===== src/rtl/jtbubl_mailbox.sv =====
// jtbubl_mailbox: main<->sound command FIFOs with status, NMI control; define MAILBOX_IRQ_EN to add main_irq_n
module jtbubl_mailbox #(
    parameter int DW      = 8,
    parameter int AW      = 2,
    parameter bit NMI_RST = 1'b0
)(
    input  logic          clk,
    input  logic          rst,
    input  logic [DW-1:0] main_din,
    input  logic          main_wr,
    input  logic          main_rd,
    output logic [DW-1:0] main_dout,
    output logic          main_empty,
    output logic          main_full,
    input  logic          snd_cs,
    input  logic [1:0]    snd_addr,
    input  logic          snd_rd_n,
    input  logic          snd_wr_n,
    input  logic [DW-1:0] snd_din,
    output logic [DW-1:0] snd_dout,
    output logic          nmi_n
`ifdef MAILBOX_IRQ_EN
    ,output logic         main_irq_n
`endif
);
    localparam int DEPTH = 1 << AW;
    localparam int PW = AW > 0 ? AW : 1;
    localparam logic [AW:0] FULL_CNT = (AW+1)'(DEPTH);

    function automatic logic [PW-1:0] nxt(input logic [PW-1:0] p);
        return AW > 0 ? p + 1'b1 : '0;
    endfunction

    logic [DW-1:0] m2s_mem [DEPTH];
    logic [DW-1:0] s2m_mem [DEPTH];
    logic [PW-1:0] m2s_wp, m2s_rp, s2m_wp, s2m_rp;
    logic [AW:0]   m2s_cnt, s2m_cnt;
    logic          m2s_ovf, s2m_ovf, nmi_en, rd_d, wr_d;
    logic          rd_lvl, wr_lvl, rd_act, wr_act;
    logic          m2s_ne, s2m_ne, m2s_full, s2m_full;
    logic          m2s_pop, m2s_push, m2s_flush, m2s_ovf_set;
    logic          s2m_pop, s2m_push, s2m_ovf_set, ovf_clr;
    logic [DW-1:0] stat, rsel;

    always_comb begin
        rd_lvl      = snd_cs & ~snd_rd_n;
        wr_lvl      = snd_cs & ~snd_wr_n;
        rd_act      = rd_lvl & ~rd_d;
        wr_act      = wr_lvl & ~wr_d;
        m2s_ne      = m2s_cnt != '0;
        s2m_ne      = s2m_cnt != '0;
        m2s_full    = m2s_cnt == FULL_CNT;
        s2m_full    = s2m_cnt == FULL_CNT;
        m2s_pop     = rd_act & (snd_addr == 2'd0) & m2s_ne;
        m2s_flush   = wr_act & (snd_addr == 2'd3);
        // a pop in the same cycle frees the slot, so a full FIFO still accepts the push
        m2s_push    = main_wr & (~m2s_full | m2s_pop) & ~m2s_flush;
        m2s_ovf_set = main_wr & m2s_full & ~m2s_pop & ~m2s_flush;
        s2m_pop     = main_rd & s2m_ne;
        s2m_push    = wr_act & (snd_addr == 2'd0) & (~s2m_full | s2m_pop);
        s2m_ovf_set = wr_act & (snd_addr == 2'd0) & s2m_full & ~s2m_pop;
        ovf_clr     = rd_act & (snd_addr == 2'd1);
        stat        = '1;
        stat[4:0]   = {nmi_en, s2m_ovf, m2s_ovf, s2m_full, m2s_ne};
        rsel        = snd_addr == 2'd0 ? (m2s_ne ? m2s_mem[m2s_rp] : '1) :
                      snd_addr == 2'd1 ? stat : '1;
        main_dout   = s2m_ne ? s2m_mem[s2m_rp] : '0;
        main_empty  = ~s2m_ne;
        main_full   = m2s_full;
    end

    always_ff @(posedge clk) begin
        if (m2s_push) m2s_mem[m2s_wp] <= main_din;
        if (s2m_push) s2m_mem[s2m_wp] <= snd_din;
    end

    always_ff @(posedge clk or posedge rst) begin
        if (rst) begin
            m2s_wp   <= '0;
            m2s_rp   <= '0;
            m2s_cnt  <= '0;
            s2m_wp   <= '0;
            s2m_rp   <= '0;
            s2m_cnt  <= '0;
            m2s_ovf  <= 1'b0;
            s2m_ovf  <= 1'b0;
            nmi_en   <= NMI_RST;
            rd_d     <= 1'b0;
            wr_d     <= 1'b0;
            snd_dout <= '1;
            nmi_n    <= 1'b1;
`ifdef MAILBOX_IRQ_EN
            main_irq_n <= 1'b1;
`endif
        end else begin
            rd_d <= rd_lvl;
            wr_d <= wr_lvl;
            if (m2s_flush) begin
                m2s_wp  <= '0;
                m2s_rp  <= '0;
                m2s_cnt <= '0;
            end else begin
                if (m2s_push) m2s_wp <= nxt(m2s_wp);
                if (m2s_pop) m2s_rp <= nxt(m2s_rp);
                m2s_cnt <= m2s_cnt + (AW+1)'(m2s_push) - (AW+1)'(m2s_pop);
            end
            if (s2m_push) s2m_wp <= nxt(s2m_wp);
            if (s2m_pop) s2m_rp <= nxt(s2m_rp);
            s2m_cnt <= s2m_cnt + (AW+1)'(s2m_push) - (AW+1)'(s2m_pop);
            m2s_ovf <= m2s_ovf_set | (m2s_ovf & ~ovf_clr);
            s2m_ovf <= s2m_ovf_set | (s2m_ovf & ~ovf_clr);
            if (wr_act && snd_addr == 2'd1) nmi_en <= 1'b1;
            if (wr_act && snd_addr == 2'd2) nmi_en <= 1'b0;
            // value is latched at the start of the access and held until the strobe ends
            snd_dout <= rd_act ? rsel : rd_lvl ? snd_dout : '1;
            nmi_n    <= ~(nmi_en & m2s_ne);
`ifdef MAILBOX_IRQ_EN
            main_irq_n <= ~s2m_ne;
`endif
        end
    end
endmodule


===== config.mk =====
export PLATFORM = sky130hd
export DESIGN_NAME = jtbubl_mailbox
export DESIGN_NICKNAME = d
export VERILOG_FILES = /design/src/rtl/jtbubl_mailbox.sv
export SDC_FILE = /design/constraint.sdc
export NUM_CORES = 1
export LEC_CHECK = 0
export CELL_PAD_IN_SITES_DETAIL_PLACEMENT = 1
export CELL_PAD_IN_SITES_GLOBAL_PLACEMENT = 1
export CORE_MARGIN = 2
export CORE_UTILIZATION = 41
export CTS_CLUSTER_SIZE = 10
export DETAILED_ROUTE_END_ITERATION = 12
export PLACE_DENSITY_LB_ADDON = 0.1
export REMOVE_ABC_BUFFERS = 1
export SLEW_MARGIN = 30
export SYNTH_ARGS = -nofsm -noshare
export SYNTH_HDL_FRONTEND = slang
export SYNTH_SLANG_ARGS = --single-unit

===== constraint.sdc =====
create_clock -name clk -period 3.85 [get_ports clk]
set_clock_uncertainty 0.05 [all_clocks]
set_input_delay 0.77 -clock clk [delete_from_list [all_inputs] [get_ports clk]]
set_output_delay 0.77 -clock clk [all_outputs]
set_load 0.02 [all_outputs]

==> flow_summary.toml, run 1 <==
[cts]
post_cts_buffers = 0
cts.clk_slew.worst_paths_ps = 100
cts_tree = "yes"
htreeDepth = 3
cts_buffer_depth = 2
cts_hold_buf = 0
cts_num_sinks = 92
cts-resized-gates = 0
numCtsBuffers = 9
clockRootBuffer = "clkbuf_8"
worstSkewPairLatency_ps = 350

[global_route]
grt_pass1_wl_mm = 12.7
grt_antenna_before_repair = 0
grt_usage = 0.166
grt_overflow = 0
grt_max_degree = 28
grt_pass1_vias = 2275

[setup_path]
crit_fanout = 9
arrival_ps = 3560
reg2reg_to = "m2s_cnt[2]$_DFF_PP0_"
r2r_slack_ps = 930
rr_worst_depth = 11
critPathCaptureType = "flop"
cp-start-kind = "input pin"
reg2reg_from = "m2s_cnt[1]$_DFF_PP0_"
cp.required_ps = 4040
path_class = "in -> reg"

[finish]
antenna_cells = 0
nFillCells = 911
seq_area_um2 = 2630
nets = 334
syn_to_final_growth_pct = 21.5
drive_gt1_frac = 0.193
final_core_util = 0.517
multi_input_area_um2 = 1220

[sta]
period_needed_ps = 3370
max_slew.worst_pin.slew_ps = 624
rsz0062_at_grt = "false"
fin_setup_tns_ps = 0
finalSetupViolations = 0
max_freq_ghz = 0.297
post-route-period-util = 0.876
final_max_slew_viol_count = 0
hold_violations = 0
max_slew_margin = 0.584

[yosys]
syn-cell-area_um2 = 3950
syn_avg_cell_area_um2 = 16.5
synth-seq-area-share = 0.666
synth_edf_count = 64
synth_top_area_share = 0.486
yosysUniqueCellTypes = 44
synth_ff_type = "edfxtp_1"
synth-warning-count = 0
synth_largest_area_cell = "edfxtp_1"
ys_seq_elements = 92
synthCells = 240
yosys-top-cells-count = "64 x edfxtp_1, 19 x dfrtp_1, 17 x inv_1"
synthTopCellsByArea = "edfxtp_1 49%, dfrtp_1 12%, mux4_2 9.1%, dfstp_2 6.0%, ha_1 3.8%"
yosysMostFrequentCell = "edfxtp_1"
async_flop_share = 0.304

[job]
drv_cap = 0

[floorplan]
initial_core_util = 0.426
die_w_um = 102
coreArea_um2 = 9280
num_rows = 35
chipHeight_um = 102
die_area_um2 = 10400
ios = 44

[placement]
io_buffers = 43
gp_congestion = 0.786
post-dp-hpwl_mm = 5.63

[hold_path]
min_path_cells = 1
hold_path_class = "reg -> reg"
hold_start = "nmi_en$_DFFE_PP0P_"
min_to = "nmi_n$_DFF_PP1_"

[route]
routed_wl_mm = 7.93
avgViaCountPerCell = 5.08
drt_iter0_markers = 78
vias = 2181
ant_nets = 0
dr.pass1.iters = 4
wl_per_cell_um = 18.5
drc_errors = 0

[power]
peakVddDrop_v = 0.000264
cellPowerDensity_nw_per_um2 = 641
p_leak_uw = 0.00173

[outcome]
outcome = "completed"
## placed cells by master (no fill, tap or decap), types with 5 or more instances in the layout
cell	n
and2_1	15
buf_4	10
clkbuf_8	9
clkdlybuf4s50_1	43
dfrtp_1	19
dfstp_2	9
edfxtp_1	64
ha_1	12
inv_1	16
mux4_2	16
nand2_1	5
nand3_1	5
nor3b_1	6
o21ai_0	9
xnor2_1	5
## routing by layer
| layer | vias to the layer above | global-route usage | part of all wire |
|---|---|---|---|
| li1 | 1017 | - | - |
| met1 | 1117 | 0.244 | 0.50 |
| met2 | 39 | 0.257 | 0.46 |
| met3 | 8 | 0.0287 | 0.028 |
| met4 | 0 | 0.0492 | 0.010 |
| met5 | - | 0 | 0 |
## through the flow
step | cell area, um^2 | hold WS (ps) | std cells | total power (uW) | setup slack [ps]
2_1_floorplan | 3910 | 364 | 231 | 2010 | 882
3_3_place_gp | 4580 | 427 | 413 | 2370 | 227
3_5_place_dp | 4580 | 432 | 413 | 2400 | 167
4_1_cts | 4800 | 447 | 429 | 3120 | 543
5_1_grt | 4800 | 489 | 429 | 3270 | 286
6_report | 4800 | 450 | 429 | 3080 | 479
## final cells by class
cell class	count	share of cell area
sequential	92	0.548
multi-input combinational	122	0.253
timing repair buffer	53	0.105
tap	129	0.0336
clock buffer	9	0.0258
clock inverter	7	0.0203
inverter	17	0.0133
## sequential cells by signal (all words and copies together), names as in the netlist
signal and count:
m2s_mem 32, s2m_mem 32, snd_dout 8, m2s_cnt 3, s2m_cnt 3, m2s_rp 2, m2s_wp 2, s2m_rp 2
s2m_wp 2, m2s_ovf 1, nmi_en 1, nmi_n 1, rd_d 1, s2m_ovf 1, wr_d 1
## critical path, cell delays in order
cell	delay, ps
clkdlybuf4s50_1	710
nand4bb_1	190
o21ai_0	470
or2_1	170
ha_1	220
inv_1	50
ha_1	120
inv_1	50
fa_1	370
xnor2_1	150
xnor2_1	130
and2_1	150
## worst max-delay path by stage
stage	from	to	slack, ps	cells after the start
2_1_floorplan	snd_wr_n	m2s_cnt[2]$_DFF_PP0_	880	11
3_3_place_gp	snd_addr[1]	m2s_cnt[2]$_DFF_PP0_	230	12
5_1_grt	snd_cs	m2s_cnt[2]$_DFF_PP0_	290	12
3_5_place_dp	snd_addr[1]	m2s_cnt[2]$_DFF_PP0_	170	12
4_1_cts	snd_addr[1]	m2s_cnt[2]$_DFF_PP0_	540	12
6_report	snd_addr[1]	m2s_cnt[2]$_DFF_PP0_	480	12
## report_power, final
group / total, uW / leakage [uW] / internal, uW / switching [uW]
Clock: 726 / 0.000114 / 372 / 354
Sequential: 1430 / 0.000907 / 1240 / 192
Combinational: 923 / 0.000714 / 507 / 417
## cells by family after synthesis
logic type / synth area share
adders and majority gates: 0.0481
xor gates and xnor gates: 0.0155
DFF: 0.666
muxes: 0.104
and+or+nand+nor: 0.0921
buffers and inverters: 0.0260
AOI/OAI and AO/OA: 0.0478
Note: power is estimated with default switching activity, not from simulation.
==> inputs of run 2 (changes only) <==
--- a/config.mk
+++ b/config.mk
@@ -5,6 +5,7 @@
 export SDC_FILE = /design/constraint.sdc
 export NUM_CORES = 1
 export LEC_CHECK = 0
+export ABC_CLOCK_PERIOD_IN_PS = 3850
 export CELL_PAD_IN_SITES_DETAIL_PLACEMENT = 1
 export CELL_PAD_IN_SITES_GLOBAL_PLACEMENT = 1
 export CORE_MARGIN = 2
==> results of run 2 <==
Final layout, timing and power as in run 1 (identical DEF).
==> inputs of run 3 (changes only) <==
--- a/config.mk
+++ b/config.mk
@@ -5,14 +5,15 @@
 export SDC_FILE = /design/constraint.sdc
 export NUM_CORES = 1
 export LEC_CHECK = 0
+export ABC_AREA = 1
 export ABC_CLOCK_PERIOD_IN_PS = 3850
 export CELL_PAD_IN_SITES_DETAIL_PLACEMENT = 1
 export CELL_PAD_IN_SITES_GLOBAL_PLACEMENT = 1
-export CORE_MARGIN = 2
+export CORE_MARGIN = 8
 export CORE_UTILIZATION = 41
 export CTS_CLUSTER_SIZE = 10
 export DETAILED_ROUTE_END_ITERATION = 12
-export PLACE_DENSITY_LB_ADDON = 0.1
+export PLACE_DENSITY = 0.71
 export REMOVE_ABC_BUFFERS = 1
 export SLEW_MARGIN = 30
 export SYNTH_ARGS = -nofsm -noshare
==> flow_summary.toml, run 3 <==
[global_route]
grt_pass1_wl_mm = 13.9
grt_overflow = 0
grt_max_degree = 29
grt_usage = 0.139
grt_pass1_vias = 2823
grt_antenna_before_repair = 0

[setup_path]
slowest_delay_ps = 630
cp.required_ps = 3030
critPathCaptureType = "output port"
path_class = "reg -> out"
path_cells = "clkinv_1 -> nor2_1 -> o21ai_0 -> a21oi_1 -> clkdlybuf4s50_1"
cp-start-kind = "flop"
crit_fanout = 9
critPathTopFamily = "buffers and inverters"
arrival_ps = 2420
slowest_stage = "clkdlybuf4s50_1"
worst-path-buf-inv = 2

[yosys]
synth_top_area_share = 0.478
ys_seq_elements = 92
synth_edf_count = 64
synthCells = 366
synth_largest_area_cell = "edfxtp_1"
yosys-top-cells-count = "64 x edfxtp_1, 64 x nand2_1, 57 x nor2_1"
syn-cell-area_um2 = 4020
synthTopCellsByArea = "edfxtp_1 48%, dfrtp_1 12%, nand2_1 6.0%, dfstp_2 5.9%, nor2_1 5.3%"
async_flop_share = 0.304
yosysUniqueCellTypes = 28
synth_ff_type = "edfxtp_1"
synth-seq-area-share = 0.656
syn_avg_cell_area_um2 = 11.0
synth-warning-count = 0

[finish]
final_core_util = 0.503
drive_gt1_frac = 0.115
nets = 459
antenna_cells = 0
nFillCells = 1069
syn_to_final_growth_pct = 20.6
layout_common_cells = "64 x nand2_1, 64 x edfxtp_1, 57 x nor2_1, 43 x clkdlybuf4s50_1, 38 x inv_1"
reg_top3 = "m2s_mem: 32 flops, s2m_mem: 32 flops, snd_dout: 8 flops"

[floorplan]
die_area_um2 = 13200
chipHeight_um = 115
initial_core_util = 0.417
num_rows = 36
coreArea_um2 = 9640
ios = 44
die_w_um = 115

[cts]
cts_num_sinks = 92
cts-resized-gates = 0
clockRootBuffer = "clkbuf_8"
htreeDepth = 3
worstSkewPairLatency_ps = 360
numCtsBuffers = 9
cts_buffer_depth = 2
cts_tree = "yes"
post_cts_buffers = 0
cts_hold_buf = 0
cts.clk_slew.worst_paths_ps = 90

[sta]
max_slew.worst_pin.slew_ps = 686
rsz0062_at_grt = "false"
period_needed_ps = 3240
fin_setup_tns_ps = 0
final_max_slew_viol_count = 0
hold_slack_ps = 419
max_freq_ghz = 0.309
hold_violations = 0
post-route-period-util = 0.841
max_slew_margin = 0.542
finalSetupViolations = 0

[outcome]
outcome = "completed"

[power]
peakVddDrop_v = 0.000243
cellPowerDensity_nw_per_um2 = 664
p_leak_uw = 0.00193

[placement]
gp_congestion = 0.749
post-dp-hpwl_mm = 6.14
io_buffers = 43

[hold_path]
hold_path_class = "reg -> reg"

[route]
vias = 2644
routed_wl_mm = 8.61
avgViaCountPerCell = 4.74
ant_nets = 0
dr.pass1.iters = 4
drc_errors = 0
drt_iter0_markers = 66
wl_per_cell_um = 15.4

[job]
drv_cap = 0
==> run 3: where the power goes <==
group / leakage [uW] / total [uW] / internal, uW / switching (uW)
registers: 0.000904 / 1430 / 1240 / 190
clock network: 0.000109 / 714 / 374 / 340
logic: 0.000917 / 1070 / 444 / 630
==> run 3: final cells by class <==
type / instances / area, um^2 / area share
Clock buffer: 10 / 128 / 0.0263
Tap cell: 133 / 166 / 0.0343
Timing Repair Buffer: 51 / 490 / 0.101
Clock inverter: 6 / 96.3 / 0.0199
Sequential cell: 92 / 2630 / 0.544
Multi-Input combinational cell: 221 / 1160 / 0.240
Inverter: 45 / 169 / 0.0349
==> run 3: metal layers <==
layer  up-vias  share of wire  global-route usage
li1       1307              -                   -
met1      1292           0.43               0.154
met4         0          0.017              0.0604
met3        11          0.030              0.0268
met5         -              0                   0
met2        34           0.52               0.252
==> run 3: stage by stage <==
| stage | instance area, um^2 | cells | worst slack [ps] | power [uW] |
|---|---|---|---|---|
| after global routing | 4840 | 558 | 422 | 3430 |
| after CTS | 4840 | 558 | 546 | 3270 |
| after detailed placement | 4620 | 542 | 652 | 2550 |
| after global placement | 4620 | 542 | 781 | 2500 |
| after floorplan | 3960 | 358 | 1390 | 2080 |
| final | 4840 | 558 | 612 | 3220 |
==> run 3: cell families after synthesis <==
group           Yosys count  synth area share
buf+inv                  53            0.0554
flops                    92             0.656
xor+xnor                  8            0.0174
compound gates           43            0.0548
fa+ha+maj                14            0.0473
simple gates            156             0.169
==> run 3: final timing paths <==
check,start,end,slack (ps),cells after the start
min in group asynchronous,rst,s2m_rp[0]$_DFFE_PP0N_,760,2
max in group asynchronous,rst,m2s_cnt[0]$_DFF_PP0_,2570,2
worst min-delay path,nmi_en$_DFFE_PP0P_,nmi_n$_DFF_PP1_,420,1
worst max register to register,m2s_cnt[1]$_DFF_PP0_,m2s_cnt[2]$_DFF_PP0_,1530,10
worst max-delay path,s2m_rp[1]$_DFFE_PP0N_,main_dout[2],610,5
worst min register to register,nmi_en$_DFFE_PP0P_,nmi_n$_DFF_PP1_,420,1
